--- src/rtl/chip_bus_modport.sv ---
// Single-master to single-slave bus bridge: parity-checked request acceptance,
// slave handshake with timeout, and a saturating error counter.
module chip_bus_modport #(
    parameter int ADDR_W  = 64,
    parameter int DATA_W  = 64,
    parameter int TIMEOUT = 16
) (
    input  logic              clock,
    input  logic              resetN,
    input  logic              m_request,
    input  logic [ADDR_W-1:0] m_address,
    input  logic [DATA_W-1:0] m_data,
    input  logic              m_parity,
    output logic              grant,
    output logic              ready,
    output logic              s_request,
    output logic [ADDR_W-1:0] s_address,
    output logic [DATA_W-1:0] s_data,
    input  logic              s_ready,
    output logic              parity_err,
    output logic              timeout_err,
    output logic [7:0]        err_count
);

    // IDLE: await request | GRANT: accept cycle | BUSY: awaiting s_ready
    typedef enum logic [1:0] {IDLE, GRANT, BUSY} state_t;

    localparam logic [7:0] TMO_LAST = 8'(TIMEOUT - 1);

    state_t     state;
    logic [7:0] tmo_cnt;
    logic       parity_ok;
    logic [7:0] err_next;

    assign parity_ok = ~(^m_data ^ m_parity);
    assign err_next  = (err_count == 8'hFF) ? err_count : err_count + 8'd1;

    always_ff @(posedge clock or negedge resetN) begin
        if (!resetN) begin
            state       <= IDLE;
            tmo_cnt     <= 8'd0;
            grant       <= 1'b0;
            ready       <= 1'b0;
            s_request   <= 1'b0;
            s_address   <= '0;
            s_data      <= '0;
            parity_err  <= 1'b0;
            timeout_err <= 1'b0;
            err_count   <= 8'd0;
        end else begin
            grant       <= 1'b0;
            ready       <= 1'b0;
            parity_err  <= 1'b0;
            timeout_err <= 1'b0;
            case (state)
                IDLE: begin
                    if (m_request) begin
                        if (parity_ok) begin
                            state     <= GRANT;
                            grant     <= 1'b1;
                            s_request <= 1'b1;
                            s_address <= m_address;
                            s_data    <= m_data;
                            tmo_cnt   <= 8'd0;
                        end else begin
                            parity_err <= 1'b1;
                            err_count  <= err_next;
                        end
                    end
                end
                GRANT, BUSY: begin
                    // completion takes priority over a timeout on the same edge
                    if (s_ready) begin
                        ready     <= 1'b1;
                        s_request <= 1'b0;
                        state     <= IDLE;
                    end else if (tmo_cnt == TMO_LAST) begin
                        timeout_err <= 1'b1;
                        s_request   <= 1'b0;
                        err_count   <= err_next;
                        state       <= IDLE;
                    end else begin
                        tmo_cnt <= tmo_cnt + 8'd1;
                        state   <= BUSY;
                    end
                end
                default: state <= IDLE;
            endcase
        end
    end

endmodule

--- config.mk ---
export PLATFORM = sky130hd
export DESIGN_NAME = chip_bus_modport
export DESIGN_NICKNAME = d
export VERILOG_FILES = /design/src/rtl/chip_bus_modport.sv
export SDC_FILE = /design/constraint.sdc
export NUM_CORES = 1
export LEC_CHECK = 0
export ABC_CLOCK_PERIOD_IN_PS = 2600
export CORE_ASPECT_RATIO = 1.2
export CORE_MARGIN = 3
export CORE_UTILIZATION = 44
export DETAILED_ROUTE_END_ITERATION = 10
export HOLD_SLACK_MARGIN = 0.05
export PLACE_DENSITY = 0.81
export SYNTH_ARGS = -nofsm -noshare
export SYNTH_HDL_FRONTEND = slang
export SYNTH_SLANG_ARGS = --single-unit
--- constraint.sdc ---
create_clock -name clock -period 2.6 [get_ports clock]
set_input_delay 0.78 -clock clock [delete_from_list [all_inputs] [get_ports clock]]
set_output_delay 0.78 -clock clock [all_outputs]
set_load 0.03 [all_outputs]
== Yosys cells after proc, flatten, opt, wreduce, memory -nomap -nowiden ==
Cells that the tools add are included.

* Register bits after elaboration: 151
* Input port bits: 133
* Output and inout bits: 141
* Word-level logic and storage cells: 66

* $add $sub $neg: 2
* Eq/ne operators: 11
* Muxes and demuxes: 32
* Bitwise logic cells: 2
* Reductions and logical operators: 9

{| class="wikitable"
|+ Operator list
! cell !! count
|-
| $mux W8 || 9
|-
| $reduce_xor A64 Y1 || 1
|-
| $pmux W8 S2 || 2
|-
| $add A8 B1 Y8 const B || 2
|-
| $mux W1 || 15
|-
| $ne A2 B2 Y1 const B || 6
|-
| $reduce_and A5 Y1 || 2
|-
| $eq A8 B4 Y1 const B || 1
|-
| $eq A8 B8 Y1 const B || 1
|-
| $mux W2 || 4
|-
| $pmux W2 S2 || 1
|-
| $reduce_and A4 Y1 || 1
|-
| $ne A3 B3 Y1 const B || 1
|-
| $reduce_and A3 Y1 || 1
|-
| $eq A2 B1 Y1 const B || 1
|-
| $eq A2 B2 Y1 const B || 1
|-
| $logic_not A2 Y1 || 1
|-
| $pmux W1 S2 || 1
|-
| $reduce_and A2 Y1 || 1
|-
| $reduce_bool A2 Y1 || 1
|-
| $reduce_or A2 Y1 || 1
|-
| $not A1 Y1 || 1
|-
| $xor A1 B1 Y1 || 1
|}

== Depth between registers and ports, before layout ==
* Depth after elaboration: 5
* Mapped depth: 10
* Depth with buffers taken out: 9

== Worst setup path before layout ==
Ideal clock, no wire load.

* Path kind: input to register
* Start point: input m_data[33]
* End point: register err_count[1]
* Library setup time: 0.125 ns
* Arrival time: 2.763 ns
* Data required time: 2.475 ns
* Slack: -0.288 ns
* Stages on the path: 8
* Path buffers: 0
* Cells stage by stage: xor2_1 > xnor2_1 > xnor2_1 > xnor2_1 > xnor2_1 > xnor3_2 > a221oi_4 > mux2_2

* Cells in the longest elaborated chain, start to end: 4

{| class="wikitable"
|+ RTL lines
! what !! RTL line !! RTL
|-
| start, declared || 12 || <nowiki>input logic [DATA_W-1:0] m_data,</nowiki>
|-
| $reduce_xor A64 Y1 || 35 || <nowiki>assign parity_ok = ~(^m_data ^ m_parity);</nowiki>
|-
| $xor A1 B1 Y1 || 35 ||
|-
| $ne A2 B2 Y1 (no line) || - ||
|-
| $reduce_and A5 Y1 (no line) || - ||
|-
| end signal, assigned || 67 || <nowiki>err_count <= err_next;</nowiki>
|-
| end signal, assigned || 80 || <nowiki>err_count <= err_next;</nowiki>
|-
| end, declared || 22 || <nowiki>output logic [7:0] err_count</nowiki>
|}

Every way passes these cells.
A chain may end at the register's enable or synchronous reset.

== Worst setup path after layout ==
* Start point: input m_data[13]
* End point: register s_data[41]

* Cells in the longest elaborated chain, start to end: 4

{| class="wikitable"
|+ RTL lines
! what !! RTL line !! RTL
|-
| $reduce_xor A64 Y1 || 35 ||
|-
| $xor A1 B1 Y1 || 35 ||
|-
| $not A1 Y1 (no line) || - ||
|-
| $reduce_and A3 Y1 (no line) || - ||
|-
| end signal, assigned || 63 || <nowiki>s_data <= m_data;</nowiki>
|-
| end, declared || 18 || <nowiki>output logic [DATA_W-1:0] s_data,</nowiki>
|}

Every way passes these cells.

==> Implementation_results.wiki <==
{| class="wikitable"
! Metric !! Value
|-
| Yosys Warn Count || 0
|-
| Setup Crit Path Kind || in -> reg
|-
| Depth of the most critical reg-to-reg path || 8
|-
| Cell area after synthesis || 0.00682 mm²
|-
| Overall power of the completed layout || 0.0206 W
|-
| Transition time at the pin with the least slew margin || 588 ps
|-
| Total of endpoints with negative setup slack in the final report || 146
|-
| Status || complete, but fails checks
|-
| IR drop worst, VDD || 0.974 mV
|-
| Hold buffer count at CTS || 0
|-
| Die Span Y || 142 µm
|-
| Via count of the first global-routing pass || 5423
|-
| CTS tree || yes
|-
| Startpoint Class || input pin
|-
| Fillers || 924
|-
| Clock Skews || 6.70 ps
|-
| CTS Buf Count || 17
|-
| Chain of cells forming the critical path || buf_2 > xnor2_4 > xnor2_2 > xnor2_2 > xnor2_2 > xnor2_4 > xnor3_2 > nor2b_4 > buf_6 > buf_12 > clkbuf_16 > mux2_4
|-
| Layout Nets || 890
|-
| Global Route met3 Usage || 6.48%
|-
| Total of buffers placed on input and output ports || 273
|-
| Final cell utilization of the core || 75.1%
|-
| Endpoint type of the worst setup path || flip-flop
|-
| Top cell types by occurrence after synthesis || dfrtp_1 (151), mux2_4 (100), xnor2_1 (60), mux2_2 (29), nand2_1 (13)
|-
| Tightest slew margin relative to the limit || 60.8%
|-
| Maximum cell stage delay along the critical path || 370 ps
|-
| Wire length per cell || 22.7 µm
|-
| CORE AREA || 0.0151 mm²
|-
| Initial antenna violation count || 0
|-
| Setup TNS || -17900 ps
|-
| Worst min-delay path category || in -> async
|-
| RD Place Congestion || 0.781
|-
| Starting density of the core || 45.2%
|-
| Clock root buffer || clkbuf_16
|-
| Clock latency at the later pin of the worst-skew pair || 420 ps
|-
| Peak clock frequency supported by timing || 0.357 GHz
|-
| Detailed Routing Iterations Pass 1 || 5
|-
| Routed via count divided by cell count || 5.03
|-
| Final critical path time including I/O delays and setup || 2800 ps
|-
| Cell repeated most along the worst path || xnor2_2
|-
| Met2 usage || 42.8%
|-
| Critical register-to-register path endpoint || err_count[1]$_DFFE_PN0P_
|-
| Cell type with the highest aggregate area in the netlist || dfrtp_1
|-
| Overall overflow remaining after global route || 0
|-
| Clock transition at the registers of the reported paths || 60 ps
|-
| Synth top area share || 55.4%
|-
| Post-synthesis register bit count || 151
|-
| Post-route clock period utilization || 108%
|-
| Max_cap viols || 0
|-
| Final hold violations || 0
|-
| Highest-delay cell along the critical path || xnor3_2
|-
| Most crowded layer after global routing || met2
|-
| Avg Synthesized Cell Area || 15.6 µm²
|-
| Source of the worst register-to-register timing path || tmo_cnt[0]$_DFFE_PN0P_
|-
| Biggest area contributors in the synthesized netlist || dfrtp_1 (55%), mux2_4 (22%), xnor2_1 (7.7%), mux2_2 (4.8%), buf_6 (1.8%)
|-
| Post-detailed-placement half-perimeter wirelength || 14100 µm
|-
| Minimum setup slack among reg-to-reg paths || 230 ps
|-
| Die area || 0.0170 mm²
|-
| Clock H-tree levels || 4
|-
| Violated checks || setup timing
|-
| Gate count after technology mapping || 438
|-
| Drc violations || 0
|-
| Total wire length || 22100 µm
|-
| Routed via count || 4886
|-
| Post-synth ARST share || 100%
|-
| Data arrival time at the worst-slack endpoint || 3100 ps
|-
| Count of antenna-violating nets left after detailed routing || 0
|-
| Unrepaired setup endpoints after global routing || true
|-
| Setup slack after layout || -200 ps
|-
| Most used DFF post-synth || dfrtp_1
|-
| Cell with the most instances after synthesis || dfrtp_1
|-
| Number of cell rows || 49
|-
| Power density over cell area || 1810 mW/mm²
|-
| Clock Sink Count || 151
|-
| Net count of the mapped netlist || 574
|-
| Leakage power || 5.05 nW
|-
| Max Root-Sink Buffers || 2
|-
| Global-route wire length before repair || 31500 µm
|-
| Number of distinct library cell variants in the gate-level netlist after synthesis || 34
|-
| Register area share after synthesis || 55.4%
|-
| Share of cells above drive strength 1 || 40.5%
|-
| P&R area growth vs syn || 66.1%
|-
| Max-slew violation total from the final report || 0
|-
| Die boundary width || 120 µm
|-
| Global-route met1 utilization || 27.8%
|-
| Number of I/O pins || 274
|-
| Required @ worst endpoint || 2910 ps
|-
| GRT Overall Usage || 24.1%
|-
| Drt first-iter violations || 311
|-
| Number of flops mapped to enable cells by yosys || 0
|-
| Pin count of the biggest net entering global routing || 61
|-
| CP max FO || 5
|}
cell families after synthesis:
family / share of synthesized area, %
adders and majority gates: 0.550
xor gates and xnor gates: 9.21
buffers and inverters: 2.55
and+or+nand+nor: 2.75
AOI/OAI and AO/OA: 2.60
muxes: 26.9
DFF: 55.4
worst max-delay path: cells and delay by family:
family	cells	cell delay (ps)
and+or+nand+nor	1	170
muxes	1	290
buffers and inverters	4	560
xor gates and xnor gates	6	1300
sequential cells by signal, indices dropped and copies added (netlist names):
name / flops
timeout_err: 1
err_count: 8
s_address: 64
grant: 1
tmo_cnt: 8
ready: 1
s_request: 1
state: 2
parity_err: 1
s_data: 64
through the flow:
stage / std cells / setup slack [ps] / hold slack, ps / instance area, µm²
after CTS: 966 / -188 / 351 / 10900
after floorplan: 438 / -232 / 450 / 6850
after detailed placement: 928 / -1160 / 467 / 9980
after global routing: 971 / -279 / 365 / 11300
after global placement: 928 / -1070 / 462 / 9980
final: 972 / -200 / 336 / 11300
cell type report:
cell class	instances	area (µm²)	area share, %
Inverter	7	26.3	0.232
Multi-Input combinational cell	264	3500	30.9
Sequential cell	151	3780	33.3
Antenna cell	1	2.50	0.0221
Tap cell	204	255	2.25
Clock buffer	19	433	3.82
Clock inverter	13	180	1.59
Timing Repair Buffer	313	3160	27.8
power breakdown:
| group | switching [W] | internal, W | leakage (nW) |
|---|---|---|---|
| logic | 0.00610 | 0.00750 | 2.94 |
| registers | 0.000761 | 0.00358 | 1.81 |
| clock network | 0.00101 | 0.00160 | 0.293 |
| total | 0.00788 | 0.0127 | 5.05 |
how the worst max path moves through the flow:
| stage | end | cells after the start | from | slack [ps] |
|---|---|---|---|---|
| floorplan | err_count[1]$_DFFE_PN0P_ | 8 | m_data[34] | -230 |
| global placement | s_data[54]$_DFFE_PN0P_ | 10 | m_data[63] | -1070 |
| detailed placement | s_address[3]$_DFFE_PN0P_ | 10 | m_data[62] | -1160 |
| CTS | err_count[1]$_DFFE_PN0P_ | 11 | m_data[57] | -190 |
| global route | err_count[1]$_DFFE_PN0P_ | 11 | m_data[1] | -280 |
| finish | s_data[41]$_DFFE_PN0P_ | 12 | m_data[13] | -200 |
layer usage:
layer	wire length, µm	vias to the layer above
met3	1200	39
met4	633	0
met5	0	-
met2	12100	224
li1	-	2143
met1	8160	2480
placed cells by master, fill, tap and decap left out, types with 3 or more instances in the layout:
cell	n
ha_1	3
bufinv_16	4
xnor2_2	24
xnor2_4	14
clkdlybuf4s50_1	209
xor2_1	3
buf_12	9
nand4_1	3
mux2_4	126
clkbuf_16	20
o21ai_0	3
buf_8	3
inv_1	7
buf_2	27
dlygate4sd2_1	7
nand3_1	5
nor2_1	5
clkbuf_2	3
mux2_2	3
clkinv_2	4
xor2_2	5
clkinvlp_4	3
nand2_1	12
dfrtp_1	151
buf_16	3
buf_4	22
buf_6	27
and3_1	4
o21ai_1	6
xnor2_1	22
nand2b_1	3
timing repair:
action                     CTS  global route
gates cloned                 3             4
pin swaps                   64            35
resized for setup          284           100
setup endpoints to repair  149           148
setup buffers                5             3
(Power assumes the default switching activity.)
